File: config.mk
export PLATFORM = sky130hd
export DESIGN_NAME = sprite_line_scheduler_flat
export DESIGN_NICKNAME = d
export VERILOG_FILES = /design/src/rtl/sprite_line_scheduler_if.sv /design/src/rtl/sprite_line_scheduler.sv /design/src/flat_wrapper.sv
export SDC_FILE = /design/constraint.sdc
export NUM_CORES = 1
export LEC_CHECK = 0
export BUFFER_PORTS_ARGS = -buffer_cell sky130_fd_sc_hd__clkbuf_2
export CAP_MARGIN = 20
export CORE_MARGIN = 2
export CORE_UTILIZATION = 60
export CTS_CLUSTER_SIZE = 8
export DETAILED_ROUTE_END_ITERATION = 10
export GPL_TIMING_DRIVEN = 0
export PLACE_DENSITY = 0.83
export SETUP_SLACK_MARGIN = 0.3
export SLEW_MARGIN = 0
export SYNTH_ARGS = -nofsm -noshare
export SYNTH_HDL_FRONTEND = slang
export SYNTH_SLANG_ARGS = --single-unit
File: constraint.sdc
create_clock -name clk -period 11.05 [get_ports clk]
set_input_delay 1.105 -clock clk [delete_from_list [all_inputs] [get_ports clk]]
set_output_delay 1.105 -clock clk [all_outputs]
set_load 0.005 [all_outputs]
File: src/rtl/sprite_line_scheduler_if.sv
// sprite_line_scheduler_if: line-start, config-read and slot-table signals of the sprite line scheduler.
interface sprite_line_scheduler_if #(
    parameter int MAX_PER_LINE = 8
);
    localparam int SW = MAX_PER_LINE > 1 ? $clog2(MAX_PER_LINE) : 1;
    logic                    line_start;
    logic [8:0]              next_line;
    logic                    cfg_rd;
    logic [5:0]              cfg_addr;
    logic [31:0]             cfg_data;
    logic [SW-1:0]           slot_rd_idx;
    logic [31:0]             slot_cfg;
    logic [MAX_PER_LINE-1:0] slot_valid;
    logic [3:0]              slot_count;
    logic                    busy;
    logic                    done;
    logic                    overflow;
    modport slave (
        input  line_start, next_line, cfg_data, slot_rd_idx,
        output cfg_rd, cfg_addr, slot_cfg, slot_valid, slot_count, busy, done, overflow
    );
    modport master (
        output line_start, next_line, cfg_data, slot_rd_idx,
        input  cfg_rd, cfg_addr, slot_cfg, slot_valid, slot_count, busy, done, overflow
    );
endinterface

File: src/rtl/sprite_line_scheduler.sv
// sprite_line_scheduler: scans sprite configs for the next line and collects up to MAX_PER_LINE hits into a slot table.
module sprite_line_scheduler #(
    parameter int NUM_SPRITES  = 64,
    parameter int MAX_PER_LINE = 8
) (
    input logic clk,
    input logic reset,
    sprite_line_scheduler_if.slave bus
);
    localparam logic [1:0] IDLE = 2'd0, SCAN = 2'd1, FLUSH = 2'd2, DONE = 2'd3;
    localparam int IW = NUM_SPRITES > 1 ? $clog2(NUM_SPRITES) : 1;
    localparam int SW = MAX_PER_LINE > 1 ? $clog2(MAX_PER_LINE) : 1;
    logic [1:0]              r_state;
    logic [IW-1:0]           r_idx;
    logic [8:0]              r_line;
    logic                    r_pend;
    logic [31:0]             r_slot [MAX_PER_LINE];
    logic [MAX_PER_LINE-1:0] r_valid;
    logic [3:0]              r_count;
    logic                    r_ovf;
    logic                    w_eval, w_hit, w_full, w_store, w_ovf_hit, w_last;
    logic [8:0]              w_top;
    // The upper bound wraps in 9 bits, so sprites near the bottom never match.
    assign w_top     = bus.cfg_data[8:0] + 9'd16;
    assign w_eval    = r_pend && (r_state == SCAN || r_state == FLUSH);
    assign w_hit     = w_eval && bus.cfg_data[28] && r_line >= bus.cfg_data[8:0] && r_line < w_top;
    assign w_full    = r_count == 4'(MAX_PER_LINE);
    assign w_store   = w_hit && !w_full;
    assign w_ovf_hit = w_hit && w_full;
    assign w_last    = r_idx == IW'(NUM_SPRITES - 1);
    assign bus.cfg_rd     = r_state == SCAN;
    assign bus.cfg_addr   = bus.cfg_rd ? 6'(r_idx) : 6'd0;
    assign bus.busy       = r_state == SCAN || r_state == FLUSH;
    assign bus.done       = r_state == DONE;
    assign bus.overflow   = r_ovf;
    assign bus.slot_valid = r_valid;
    assign bus.slot_count = r_count;
    assign bus.slot_cfg   = r_valid[bus.slot_rd_idx] ? r_slot[bus.slot_rd_idx] : 32'd0;
    always_ff @(posedge clk or posedge reset) begin
        if (reset) begin
            r_state <= IDLE;
            r_idx   <= '0;
            r_line  <= '0;
            r_pend  <= 1'b0;
            r_valid <= '0;
            r_count <= '0;
            r_ovf   <= 1'b0;
            for (int n = 0; n < MAX_PER_LINE; n++) r_slot[n] <= '0;
        end else if (bus.line_start) begin
            r_state <= SCAN;
            r_idx   <= '0;
            r_line  <= bus.next_line;
            r_pend  <= 1'b0;
            r_valid <= '0;
            r_count <= '0;
            r_ovf   <= 1'b0;
        end else begin
            // A read issued in the cycle overflow is found is dropped.
            r_pend <= bus.cfg_rd && !w_ovf_hit;
            if (w_store) begin
                r_slot[r_count[SW-1:0]]  <= bus.cfg_data;
                r_valid[r_count[SW-1:0]] <= 1'b1;
                r_count                  <= r_count + 4'd1;
            end
            if (w_ovf_hit) r_ovf <= 1'b1;
            if (r_state == SCAN) begin
                r_idx <= r_idx + 1'b1;
                if (w_last || w_ovf_hit) r_state <= FLUSH;
            end else if (r_state == FLUSH) r_state <= DONE;
            else if (r_state == DONE) r_state <= IDLE;
        end
    end
endmodule

File: src/flat_wrapper.sv
// flat-port wrapper written by rule: the top's interface ports become plain ports
module sprite_line_scheduler_flat 
#(
    parameter int NUM_SPRITES  = 64,
    parameter int MAX_PER_LINE = 8
)
  (clk, reset, bus_line_start, bus_next_line, bus_cfg_data, bus_slot_rd_idx, bus_cfg_rd, bus_cfg_addr, bus_slot_cfg, bus_slot_valid, bus_slot_count, bus_busy, bus_done, bus_overflow);
  sprite_line_scheduler_if #(.MAX_PER_LINE(MAX_PER_LINE)) bus_i ();
  input logic clk;
  input logic reset;
  input wire logic [$bits(bus_i.line_start)-1:0] bus_line_start;
  input wire logic [$bits(bus_i.next_line)-1:0] bus_next_line;
  input wire logic [$bits(bus_i.cfg_data)-1:0] bus_cfg_data;
  input wire logic [$bits(bus_i.slot_rd_idx)-1:0] bus_slot_rd_idx;
  output wire logic [$bits(bus_i.cfg_rd)-1:0] bus_cfg_rd;
  output wire logic [$bits(bus_i.cfg_addr)-1:0] bus_cfg_addr;
  output wire logic [$bits(bus_i.slot_cfg)-1:0] bus_slot_cfg;
  output wire logic [$bits(bus_i.slot_valid)-1:0] bus_slot_valid;
  output wire logic [$bits(bus_i.slot_count)-1:0] bus_slot_count;
  output wire logic [$bits(bus_i.busy)-1:0] bus_busy;
  output wire logic [$bits(bus_i.done)-1:0] bus_done;
  output wire logic [$bits(bus_i.overflow)-1:0] bus_overflow;
  assign bus_i.line_start = bus_line_start;
  assign bus_i.next_line = bus_next_line;
  assign bus_i.cfg_data = bus_cfg_data;
  assign bus_i.slot_rd_idx = bus_slot_rd_idx;
  assign bus_cfg_rd = bus_i.cfg_rd;
  assign bus_cfg_addr = bus_i.cfg_addr;
  assign bus_slot_cfg = bus_i.slot_cfg;
  assign bus_slot_valid = bus_i.slot_valid;
  assign bus_slot_count = bus_i.slot_count;
  assign bus_busy = bus_i.busy;
  assign bus_done = bus_i.done;
  assign bus_overflow = bus_i.overflow;
  sprite_line_scheduler #(.NUM_SPRITES(NUM_SPRITES), .MAX_PER_LINE(MAX_PER_LINE)) u_core (.clk(clk), .reset(reset), .bus(bus_i));
endmodule
==> results.txt <==
The data arrival time of the critical path is 3680 ps. The layout has 1,434 filler cells. The min-delay analysis places its worst path in the category flip-flop to flip-flop.

The area share of fa/ha/maj cells after synthesis came out at 1.97%. The number of buffers created by CTS is 41. The number of nets in the finished design is 1,127. The final core utilization came out at 70.2%.

The leading area contributor after synthesis is dfrtp_1. The routed length per placed instance is 22.7 um. Of the post-synthesis cell area, the part taken by muxes is 33.9%.

For this block, the via count after detailed routing is 8,145. The highest ir drop seen on vdd is 0.112 mV. The global routing usage summed across all routing layers came out at 27.1%.

The starting density of the core is 61.0%. The number of optimization iterations in the first detailed-route pass came out at 4. The instance count along the most critical hold path is 1. The share of final-layout standard cells stronger than drive strength 1 is 42.1%. In the layout the commonest cells are dfrtp_1 (287), mux2_2 (191), clkbuf_2 (98), mux4_2 (66), nor2_1 (53).

The fraction of the mapped netlist area in compound gates came out at 2.27%. In this run the critical register-to-register path is launched from u_core.r_line[4]. The classification of the worst setup path is input pin to output port. Synthesis inferred 287 register bits.

Setup repair after global routing left no endpoint under its margin. The power density over the cells came out at 163 mW/mm^2. The total setup buffers inserted after CTS came out at 0.

During placement, the flow inserted port buffers numbering 98. In the post-synthesis netlist, the biggest area contributors are dfrtp_1 (54%), mux2_2 (16%), mux4_2 (11%). The detailed-route wire length came out at 30.5 mm. The number of vias per cell after detailed routing came out at 6.07.

The area of the die is 0.0234 sq mm. For this design the static power due to leakage is 7.70 nW. The number of distinct standard cells referenced by the synthesized netlist came out at 41. The final RePlAce weighted congestion is 0.838. After global routing the overflow that remains totals 0. STA classifies the critical path endpoint as an output port. The remaining routing DRC violations came out at 0.

The floorplan die width is 153 um. At the placement stage, the worst setup path has a slack of 6280 ps. Once the clock tree was built, the resizer swapped 0 gates to a different size. The transition time at the pin with the least slew margin came out at 957 ps. The wire length of the first global-routing pass came out at 49.8 mm.

The post-synthesis area per instance came out at 14.5 sq um. The worst slew margin relative to its limit came out at 36.2%. 101 I/O pins were placed. The flow ran to the end, and the final reports show no timing, DRC or antenna violations. The largest net degree at the start of global routing is 121. In this run the deepest clock path goes through 3 buffers. The cell count after synthesis is 916. The most common cell after layout, fill and taps aside is dfrtp_1.

The via count of the first global-routing pass is 9,115. For hold timing, the worst endpoint is u_core.r_slot[92]. The depth of the most critical reg-to-reg path came out at 9.

The final worst clock skew came out at 18.2 ps. TritonCTS built the clock tree. The core region is 0.0218 sq mm. The post-route antenna net violation count came out at 0.

The worst-path maximum fanout is 10. After synthesis the cells add up to 0.0133 sq mm. The vertical die dimension is 153 um. The most used flip-flop cell after synthesis is dfrtp_1. The number of DRC violations after detailed-routing iteration 0 came out at 463. The clock latency on the worst-skew pair is 520 ps. The simple-gate area share of the yosys netlist is 4.67%. In this run the worst setup path begins at bus_slot_rd_idx[1]. 0 antenna diodes ended up in the layout.

The final critical-path required period is 4780 ps. The number of flops mapped to enable cells by yosys came out at 0. The critical path required time is 9950 ps. The worst setup path is launched from an input pin. The count of max-cap constraint violations came out at 0.

The initialized floorplan defines 54 standard-cell rows. For this run, asynchronously set or reset flops after synthesis account for 100%. The fraction of synthesized cell area in xor and xnor cells is 0.723%. Setup violations remaining at the end of the flow were counted as 0. Hold repair after CTS inserted 0 buffers. The final cycle utilization of the critical path is 43.3%. The sequential-to-total area share from yosys stat came out at 53.9%. The Yosys step of the flow raised 0 warnings. The portion of synthesized cell area occupied by the leading cell type came out at 53.9%.

After synthesis, the largest family of logic cells by area is multiplexers. The number of levels the H-tree was split into came out at 2. The worst register-to-register path ends at u_core.r_slot[254]. The total count of max-transition violations in the final report came to 0. The register-to-register setup slack came out at 7600 ps. The wire-length estimate of the detail-placed layout is 19.0 mm. For this design, the sink count on the clock tree is 287.

The clock-pin transition on the worst setup and hold timing paths is 50 ps. In this run the most critical hold path is launched from u_core.r_slot[92]. The final number of hold-violating endpoints is 0. Relative to the synthesized area, the layout overhead comes to 15.0%. In the post-route analysis, the smallest setup slack over all paths is 6270 ps. The top achievable clock speed is 0.209 GHz. CTS placed an instance of clkbuf_16 at the clock tree root.

The number of antenna violations at the first check in global routing came out at 0. When the netlist entered floorplanning its net count stood at 984.
-- synth_stat cells (2+ instances only) --
cell      number
nor2b_1        6
nand3_1        7
buf_1         13
mux4_2        66
mux2_2       191
or3_1          2
mux2i_1       35
buf_6          3
mux2_4        18
a21oi_1        7
o21ai_0       34
and2_1         6
nand4_1        5
buf_2         16
xor2_1         6
nand2_1       38
mux2_1        23
ha_1          21
nor2_1        53
dfrtp_1      287
inv_1         21
clkbuf_1      25
nand2b_1       5
xnor2_1        5
a21o_1         4
or2_2          4
-- routing by layer --
layer / GRT usage, % / wire, um / vias up
li1: - / - / 3592
met3: 3.94 / 1290 / 70
met2: 45.4 / 15300 / 242
met4: 8.99 / 874 / 0
met5: 0 / 0 / -
met1: 37.2 / 13100 / 4241
-- report_power, final --
| part | total (mW) | switching (mW) | internal (mW) |
|---|---|---|---|
| Combinational | 0.248 | 0.125 | 0.123 |
| Sequential | 1.16 | 0.0399 | 1.12 |
| Clock | 1.10 | 0.419 | 0.678 |
| Total | 2.50 | 0.585 | 1.92 |
-- kinds of logic (layout without fill, tap and decap cells) --
group / Yosys count / in the layout
AND/OR/NAND/NOR: 134 / 134
XOR/XNOR: 11 / 11
AO/OA/AOI/OAI: 52 / 52
flip-flops: 287 / 287
buffers and inverters: 78 / 223
multiplexers: 333 / 333
adder cells (fa/ha/maj): 21 / 21
-- state kept, by name, summed over array words and instances, names as in the netlist --
register,count
u_core.bus.overflow,1
u_core.bus.slot_count,4
u_core.bus.slot_valid,8
u_core.r_idx,6
u_core.r_line,9
u_core.r_pend,1
u_core.r_slot,256
u_core.r_state,2
-- worst max-delay path by stage --
stage / endpoint / slack, ps / cells past startpoint
after CTS: bus_slot_cfg[30] / 6280 / 7
after global routing: bus_slot_cfg[30] / 6100 / 7
after detailed placement: bus_slot_cfg[30] / 6280 / 7
final: bus_slot_cfg[30] / 6270 / 7
after global placement: u_core.r_idx[0] / -930 / 2
after floorplan: u_core.bus.overflow / 2020 / 1
-- final cells by class --
| cell class | instances | area, sq um | area share, % |
|---|---|---|---|
| clock buffers | 44 | 1080 | 7.05 |
| repair buffers | 100 | 546 | 3.56 |
| well taps | 280 | 350 | 2.29 |
| multi-input cells | 551 | 5800 | 37.9 |
| clock inverters | 1 | 8.76 | 0.0572 |
| flip-flops and latches | 287 | 7180 | 46.9 |
| inverters | 21 | 86.3 | 0.564 |
| plain buffers | 57 | 256 | 1.68 |
-- through the flow --
stage               cells  TNS [ps]  cell area [sq um]  power, mW  hold slack [ps]
CTS                  1341         0              15300       2.52              465
global placement     1294   -259850              14200       1.40              445
finish               1341         0              15300       2.50              468
global route         1341         0              15300       2.60              485
detailed placement   1296         0              14200       1.42              447
floorplan             916         0              13300       1.34              429
-- worst max-delay path, stage by stage --
cell	delay (ps)
clkbuf_2	120
buf_1	710
mux4_2	420
mux2i_1	420
clkbuf_1	560
nor2_1	180
clkbuf_2	150
Power figures use the tool's default switching activity.
